[config.mk]
export PLATFORM = sky130hd
export DESIGN_NAME = piso_serializer_flat
export DESIGN_NICKNAME = d
export VERILOG_FILES = /design/src/rtl/piso_serializer_pkg.sv /design/src/rtl/piso_serializer_if.sv /design/src/rtl/piso_serializer.sv /design/src/flat_wrapper.sv
export SDC_FILE = /design/constraint.sdc
export NUM_CORES = 1
export LEC_CHECK = 0
export ABC_AREA = 1
export ABC_CLOCK_PERIOD_IN_PS = 1000
export CORE_MARGIN = 8
export CORE_UTILIZATION = 41
export DETAILED_ROUTE_END_ITERATION = 10
export GPL_ROUTABILITY_DRIVEN = 0
export PLACE_DENSITY_LB_ADDON = 0.2
export REMOVE_ABC_BUFFERS = 1
export SLEW_MARGIN = 20
export SYNTH_ARGS = -nofsm -noshare
export SYNTH_HDL_FRONTEND = slang
export SYNTH_SLANG_ARGS = --single-unit
[constraint.sdc]
create_clock -name clk -period 1 [get_ports clk]
set_clock_uncertainty 0.05 [all_clocks]
set_input_delay 0.1 -clock clk [delete_from_list [all_inputs] [get_ports clk]]
set_output_delay 0.1 -clock clk [all_outputs]
set_load 0.03 [all_outputs]
[src/rtl/piso_serializer_pkg.sv]
// Shared types and sizing helpers for the parallel-in serial-out serializer.
package piso_serializer_pkg;

   // Two-state controller: waiting for a word, or emitting one.
   typedef enum logic {
      IDLE  = 1'b0,
      SHIFT = 1'b1
   } state_t;

   // Bits needed to hold a remaining-bit count from 0 up to width inclusive.
   function automatic int CNT_W(input int width);
      return $clog2(width + 1);
   endfunction

endpackage

[src/rtl/piso_serializer_if.sv]
// Load handshake and serial output bundle of the serializer.
// master = word source / bit consumer, slave = the serializer itself.
interface piso_serializer_if #(
   parameter int WIDTH = 8
);
   logic [WIDTH-1:0] data_in;
   logic             load_valid;
   logic             load_ready;
   logic             shift_en;
   logic             bit_out;
   logic             bit_valid;
   logic             busy;
   logic             done;

   modport master (
      output data_in, load_valid, shift_en,
      input  load_ready, bit_out, bit_valid, busy, done
   );

   modport slave (
      input  data_in, load_valid, shift_en,
      output load_ready, bit_out, bit_valid, busy, done
   );
endinterface

[src/rtl/piso_serializer.sv]
// Parallel-in serial-out serializer. A word is accepted in IDLE through a
// valid/ready handshake, then presented one bit at a time on bit_out; each
// shift_en strobe consumes the current bit. done pulses for one cycle after
// the last bit is consumed. All outputs are decoded from registers only.
module piso_serializer
   import piso_serializer_pkg::*;
#(
   parameter int WIDTH     = 8,
   parameter bit MSB_FIRST = 1'b1
) (
   input  logic                clk,
   input  logic                rst_n,
   piso_serializer_if.slave    bus
);

   localparam int CW = CNT_W(WIDTH);

   state_t            r_state;
   state_t            w_state_nxt;
   logic [WIDTH-1:0]  r_sreg;
   logic [WIDTH-1:0]  w_sreg_shifted;
   logic [CW-1:0]     r_cnt;
   logic              r_done;
   logic              w_accept;
   logic              w_shift;
   logic              w_last;
   logic              w_head;

   // Next state and per-cycle control strobes; inputs are only qualified by state.
   always_comb begin
      w_state_nxt = r_state;
      w_accept    = 1'b0;
      w_shift     = 1'b0;
      w_last      = 1'b0;
      case (r_state)
         IDLE: begin
            if (bus.load_valid) begin
               w_accept    = 1'b1;
               w_state_nxt = SHIFT;
            end
         end
         SHIFT: begin
            if (bus.shift_en) begin
               w_shift = 1'b1;
               if (r_cnt == CW'(1)) begin
                  w_last      = 1'b1;
                  w_state_nxt = IDLE;
               end
            end
         end
         default: w_state_nxt = IDLE;
      endcase
   end

   // Controller state register.
   always_ff @(posedge clk or negedge rst_n) begin
      if (!rst_n) r_state <= IDLE;
      else        r_state <= w_state_nxt;
   end

   // Register moved one place toward its head, zero filled at the tail.
   always_comb begin
      w_sreg_shifted = '0;
      if (MSB_FIRST) w_sreg_shifted = {r_sreg[WIDTH-2:0], 1'b0};
      else           w_sreg_shifted = {1'b0, r_sreg[WIDTH-1:1]};
   end

   // Shift register and remaining-bit counter; counter only decrements from >= 1.
   always_ff @(posedge clk or negedge rst_n) begin
      if (!rst_n) begin
         r_sreg <= '0;
         r_cnt  <= '0;
      end else if (w_accept) begin
         r_sreg <= bus.data_in;
         r_cnt  <= CW'(WIDTH);
      end else if (w_shift) begin
         r_sreg <= w_sreg_shifted;
         r_cnt  <= r_cnt - CW'(1);
      end
   end

   // One-cycle completion pulse, cleared immediately by reset.
   always_ff @(posedge clk or negedge rst_n) begin
      if (!rst_n) r_done <= 1'b0;
      else        r_done <= w_last;
   end

   assign w_head = MSB_FIRST ? r_sreg[WIDTH-1] : r_sreg[0];

   // bit_out is gated by state so IDLE always shows 0 whatever the register holds.
   assign bus.bit_out    = (r_state == SHIFT) & w_head;
   assign bus.load_ready = (r_state == IDLE);
   assign bus.bit_valid  = (r_state == SHIFT);
   assign bus.busy       = (r_state == SHIFT);
   assign bus.done       = r_done;

endmodule

[src/flat_wrapper.sv]
// flat-port wrapper written by rule: the top's interface ports become plain ports
module piso_serializer_flat import piso_serializer_pkg::*;
#(
   parameter int WIDTH     = 8,
   parameter bit MSB_FIRST = 1'b1
)
  (clk, rst_n, bus_data_in, bus_load_valid, bus_shift_en, bus_load_ready, bus_bit_out, bus_bit_valid, bus_busy, bus_done);
  piso_serializer_if #(.WIDTH(WIDTH)) bus_i ();
  input  logic clk;
  input  logic rst_n;
  input wire logic [$bits(bus_i.data_in)-1:0] bus_data_in;
  input wire logic [$bits(bus_i.load_valid)-1:0] bus_load_valid;
  input wire logic [$bits(bus_i.shift_en)-1:0] bus_shift_en;
  output wire logic [$bits(bus_i.load_ready)-1:0] bus_load_ready;
  output wire logic [$bits(bus_i.bit_out)-1:0] bus_bit_out;
  output wire logic [$bits(bus_i.bit_valid)-1:0] bus_bit_valid;
  output wire logic [$bits(bus_i.busy)-1:0] bus_busy;
  output wire logic [$bits(bus_i.done)-1:0] bus_done;
  assign bus_i.data_in = bus_data_in;
  assign bus_i.load_valid = bus_load_valid;
  assign bus_i.shift_en = bus_shift_en;
  assign bus_load_ready = bus_i.load_ready;
  assign bus_bit_out = bus_i.bit_out;
  assign bus_bit_valid = bus_i.bit_valid;
  assign bus_busy = bus_i.busy;
  assign bus_done = bus_i.done;
  piso_serializer #(.WIDTH(WIDTH), .MSB_FIRST(MSB_FIRST)) u_core (.clk(clk), .rst_n(rst_n), .bus(bus_i));
endmodule
Word-level counts from Yosys, hierarchy flattened
Index checks and enable logic that the tools add are counted.
Word-level totals
  input bits: 12
  logic and storage cells: 23
  output and inout bits: 5
  register bits: 14
Cells by class
  reductions and logical operators: 1
  bitwise gates (word level): 2
  muxes and demuxes: 14
  add/sub/neg operators: 1
  equal/unequal tests: 1
Operator list (count)
  $mux 8: 2
  $mux 1: 9
  $mux 4: 2
  $eq 4x1->1 const B: 1
  $sub 4x1->4 const B: 1
  $pmux 1 s2: 1
  $reduce_bool 2->1: 1
  $and 1x1->1: 1
  $not 1->1: 1

Longest topological paths before layout
  depth after elaboration: 4
  gate-level depth with buffers: 6
  mapped depth without buffers: 6

Worst setup path after synthesis
Ideal clock, no wire load.
  path kind: reg-to-reg
  start point: register u_core.r_state (netlist: u_core.bus.bit_valid)
  end point: register u_core.r_cnt[2]
  required time: 0.867 ns
  stages on the path, launching flop included: 7
  setup slack: -0.285 ns
  library setup time: 0.083 ns
  period minus slack after synthesis: 1.285 ns
  buffers on the path: 0
  data arrival time: 1.152 ns
  cell sequence: dfrtp_1 inv_2 nand2_1 nand2_2 inv_2 nand2_1 o21ai_0
On the way
  cells in the longest elaborated chain, start to end: 2
  elaborated cells on any way between the ends: 4
  those cells by class: mux (3); reduce/logical (1)
Ends and longest elaborated chain
  start: declaration: RTL line piso_serializer.sv:18  | state_t r_state;
  start signal: assignment: RTL line piso_serializer.sv:58  | else r_state <= w_state_nxt;
  $mux 1: RTL line piso_serializer.sv:35  | case (r_state)
  $mux 4 or $reduce_bool 2->1 (tied branches)
  end signal: assignment: RTL line piso_serializer.sv:75  | r_cnt <= CW'(WIDTH);
  end signal: assignment: RTL line piso_serializer.sv:78  | r_cnt <= r_cnt - CW'(1);
  end: declaration: RTL line piso_serializer.sv:22  | logic [CW-1:0] r_cnt;
Several ways; a longest one is shown, not always the timed one.
A chain may end at the register's enable or synchronous reset.

Final worst setup path
  start point: register u_core.r_state (netlist: u_core.bus.bit_valid)
  end point: output bus_bit_out
On the way
  cells in the longest elaborated chain, start to end: 1
Ends and longest elaborated chain
  $and 1x1->1: RTL line piso_serializer.sv:91  | assign bus.bit_out = (r_state == SHIFT) & w_head;
  end: declaration: RTL line flat_wrapper.sv:15  | output wire logic [$bits(bus_i.bit_out)-1:0] bus_bit_out;
No other way between the ends.

==> key figures <==
Status
  – Run status: complete, but fails checks
  – Failing checks: setup timing

Placed design
  – Placed Cells: between 100 and 150
  – Port Buffers: 16
  – Pre-CTS setup slack: -209 ps
  – Final HPWL DP: approximately 1100 um

Clocking
  – CTS H-tree lvls: 1
  – CTS tree: yes
  – Root Buffer: clkbuf_4
  – CTS max path bufs: 2
  – # hold bufs at CTS: 0
  – TritonCTS buffer count: 3
  – Clock Sink Count: 14
  – CTS clock-pin slew for the worst setup and hold paths: 80 ps
  – Skew-Pair Late Insertion Delay: roughly 280 ps

Timing
  – Final setup vio count: 17
  – Worst-margin pin slew: 208 ps
  – Hold_ws: between 70 and 80 ps
  – Setup TNS: -2160 ps
  – RSZ-0062 raised after global routing: yes
  – Post-route setup slack: -225 ps
  – Slew Limit Fails: 0
  – Fin crit share: 122%
  – Slew headroom: between 80 and 90%
  – Max Freq: 817 MHz
  – Min Tclk post-route: roughly 1200 ps
  – Endpoints failing hold: 0

Routing
  – Iter 0 DRT Violations: 12
  – Residual DRC count: 0
  – Routed vias: about 600
  – Remaining antenna violation count: 0
  – Drt pass-1 iters: 4
  – Vias per inst: approximately 5
  – Per-cell routed wire length: approximately 13 um
  – DRT Wirelength: between 1500 and 2000 um

Global route
  – Total GRT Usage: around an eighth
  – GRT overflow: 0
  – Initial antenna violation count: 0
  – Largest net degree at the start of global routing: 15
  – First-pass GRT wire length: a little under 3000 um
  – Vias in the first global route: 645

Die
  – Die area: slightly above 0.003 sq mm
  – Core ar.: approximately 0.0015 sq mm
  – Horiz. Die Dim: ~55 um
  – Initial Util: a little over two fifths
  – Ports: 17
  – Num rows: 14
  – Die Y: around 55 um

Cells and area
  – Nets: 124
  – Layout cell share with drive strength beyond 1: a little over a third
  – Fill cell count: between 100 and 150
  – Commonest non-fill, non-tap cell in the layout: nand2_1
  – Cell Count, Final, Fillers Out: about 120
  – Antenna cells: 0
  – Layout Utilization: approximately 70%
  – Commonest non-fill, non-tap cells in the layout: nand2_1 (27), dfrtp_1 (13), clkdlybuf4s50_1 (11)
  – Area growth from synthesis to layout: 64.2%

Worst setup path
  – CP required: around 850 ps
  – Worst path most repeated cell: buf_6
  – Max stage delay on crit path: between 400 and 500 ps
  – Slack of the worst reg-to-reg path: -180 ps
  – Crit end category: output pin
  – Crit path launch type: flop
  – Worst Path Arrival: between 1000 and 1500 ps
  – Reg-to-Reg Start: u_core.bus.bit_valid$_DFF_PN0_
  – Worst setup path startpoint: u_core.bus.bit_valid$_DFF_PN0_
  – Critical path class: reg2out
  – Worst-path cell with the longest stage delay: dfrtp_2
  – Critical path depth: 4
  – Maximum fanout along the worst path: 4
  – Worst R2R Path Depth: 7
  – Critical R2R Capture: u_core.r_sreg[7]$_DFFE_PN0P_
  – Bufs and invs on worst path: 3
  – Cell Chain, Critical Path: buf_6 -> nand2_2 -> inv_2 -> buf_6
  – Top cell family by delay on the critical path: flip-flops
  – Worst setup path end: bus_bit_out

Synthesis
  – Syn_area_per_cell: 8.30 sq um
  – Synth Instances: 77
  – Register area share after synthesis: a little over half
  – Mapped cell area: between 600 and 700 sq um
  – Synth unique cells: 13
  – Yosys warns: 0
  – Flops & latches, synth: 14

Power and ir drop
  – Flop pwr share: 35.5%
  – Pint: 0.00162 W
  – Net Switching: between 0.001 and 0.0015 W
  – PD cells: about 2600 mW/mm^2
  – Clock share of power: 11.7%
  – Maximum VDD drop: 0.00160 V
  – Comb power frac: between 50% and 60%
  – Sw Share: between 40% and 50%
  – Leak: around 0.52 nW

Worst hold path
  – HP Class: in2async

Flow run
  – Max Cap Viol: 0
how the worst min path moves through the flow:
stage / from / end / slack (ps) / cells after the start
4_1_cts: rst_n / u_core.bus.bit_valid$_DFF_PN0_ / 80 / 2
5_1_grt: rst_n / u_core.r_cnt[2]$_DFFE_PN0P_ / 110 / 2
2_1_floorplan: rst_n / u_core.bus.bit_valid$_DFF_PN0_ / -250 / 0
3_3_place_gp: rst_n / u_core.bus.bit_valid$_DFF_PN0_ / 380 / 2
6_report: rst_n / u_core.bus.done$_DFF_PN0_ / 80 / 2
3_5_place_dp: rst_n / u_core.bus.bit_valid$_DFF_PN0_ / 390 / 2
state kept, by name (all words and copies together) (netlist names):
register and flops:
u_core.r_cnt 4, u_core.r_sreg 8, u_core.bus.done 1, u_core.bus.bit_valid 1
power by group through the flow:
stage	combinational [W]	sequential, W	clock (W)
floorplan	0.000533	0.000981	0
global placement	0.000955	0.000937	0
detailed placement	0.000978	0.000943	0
CTS	0.00133	0.000946	0.000329
global route	0.00157	0.000987	0.000349
finish	0.00143	0.000964	0.000317
cell usage after synthesis:
cell type / n / area, sq um
inv_1: 7 / 26.3
o21bai_1: 1 / 7.51
buf_4: 1 / 7.51
dfrtp_1: 14 / 350
nor2_1: 5 / 18.8
o22ai_1: 2 / 12.5
nand2_2: 2 / 12.5
ha_1: 2 / 25.0
o21ai_0: 1 / 5.00
nand3_1: 9 / 45.0
nand2_1: 30 / 113
inv_2: 2 / 7.51
xnor2_1: 1 / 8.76
cell families after synthesis:
family                     Yosys count  synth area share, %
xor gates and xnor gates             1                 1.37
adders and majority gates            2                 3.91
DFF                                 14                 54.8
AOI/OAI and AO/OA                    4                 3.91
and+or+nand+nor                     46                 29.5
buffers and inverters               10                 6.46
final cells by class:
type | count | area, sq um | area share (%)
timing repair buffer | 28 | 272 | 25.9
multi-input combinational | 53 | 340 | 32.4
inverter | 9 | 36.3 | 3.46
timing repair inverter | 1 | 7.51 | 0.715
tap | 16 | 20.0 | 1.91
clock buffer | 3 | 22.5 | 2.15
sequential | 14 | 352 | 33.5
per-stage QoR:
step / power (W) / cell area (sq um)
2_1_floorplan: 0.00151 / 632
3_3_place_gp: 0.00189 / 860
3_5_place_dp: 0.00192 / 860
4_1_cts: 0.00261 / 1020
5_1_grt: 0.00291 / 1050
6_report: 0.00271 / 1050
timing repair:
action / CTS / global route
buffers inserted: 4 / 0
resized for setup: 27 / 6
setup endpoints to repair: 17 / 18
pin swaps: 4 / 4
cloned: 1 / 0
layer usage:
| layer | share of wire [%] | up-vias | GRT usage [%] |
|---|---|---|---|
| met2 | 49 | 18 | 17.9 |
| met4 | 2.2 | 0 | 6.34 |
| li1 | - | 301 | - |
| met1 | 45 | 279 | 14.1 |
| met3 | 4.0 | 5 | 3.42 |
| met5 | 0 | - | 0 |
No activity file was read; power rests on OpenSTA's default activity.
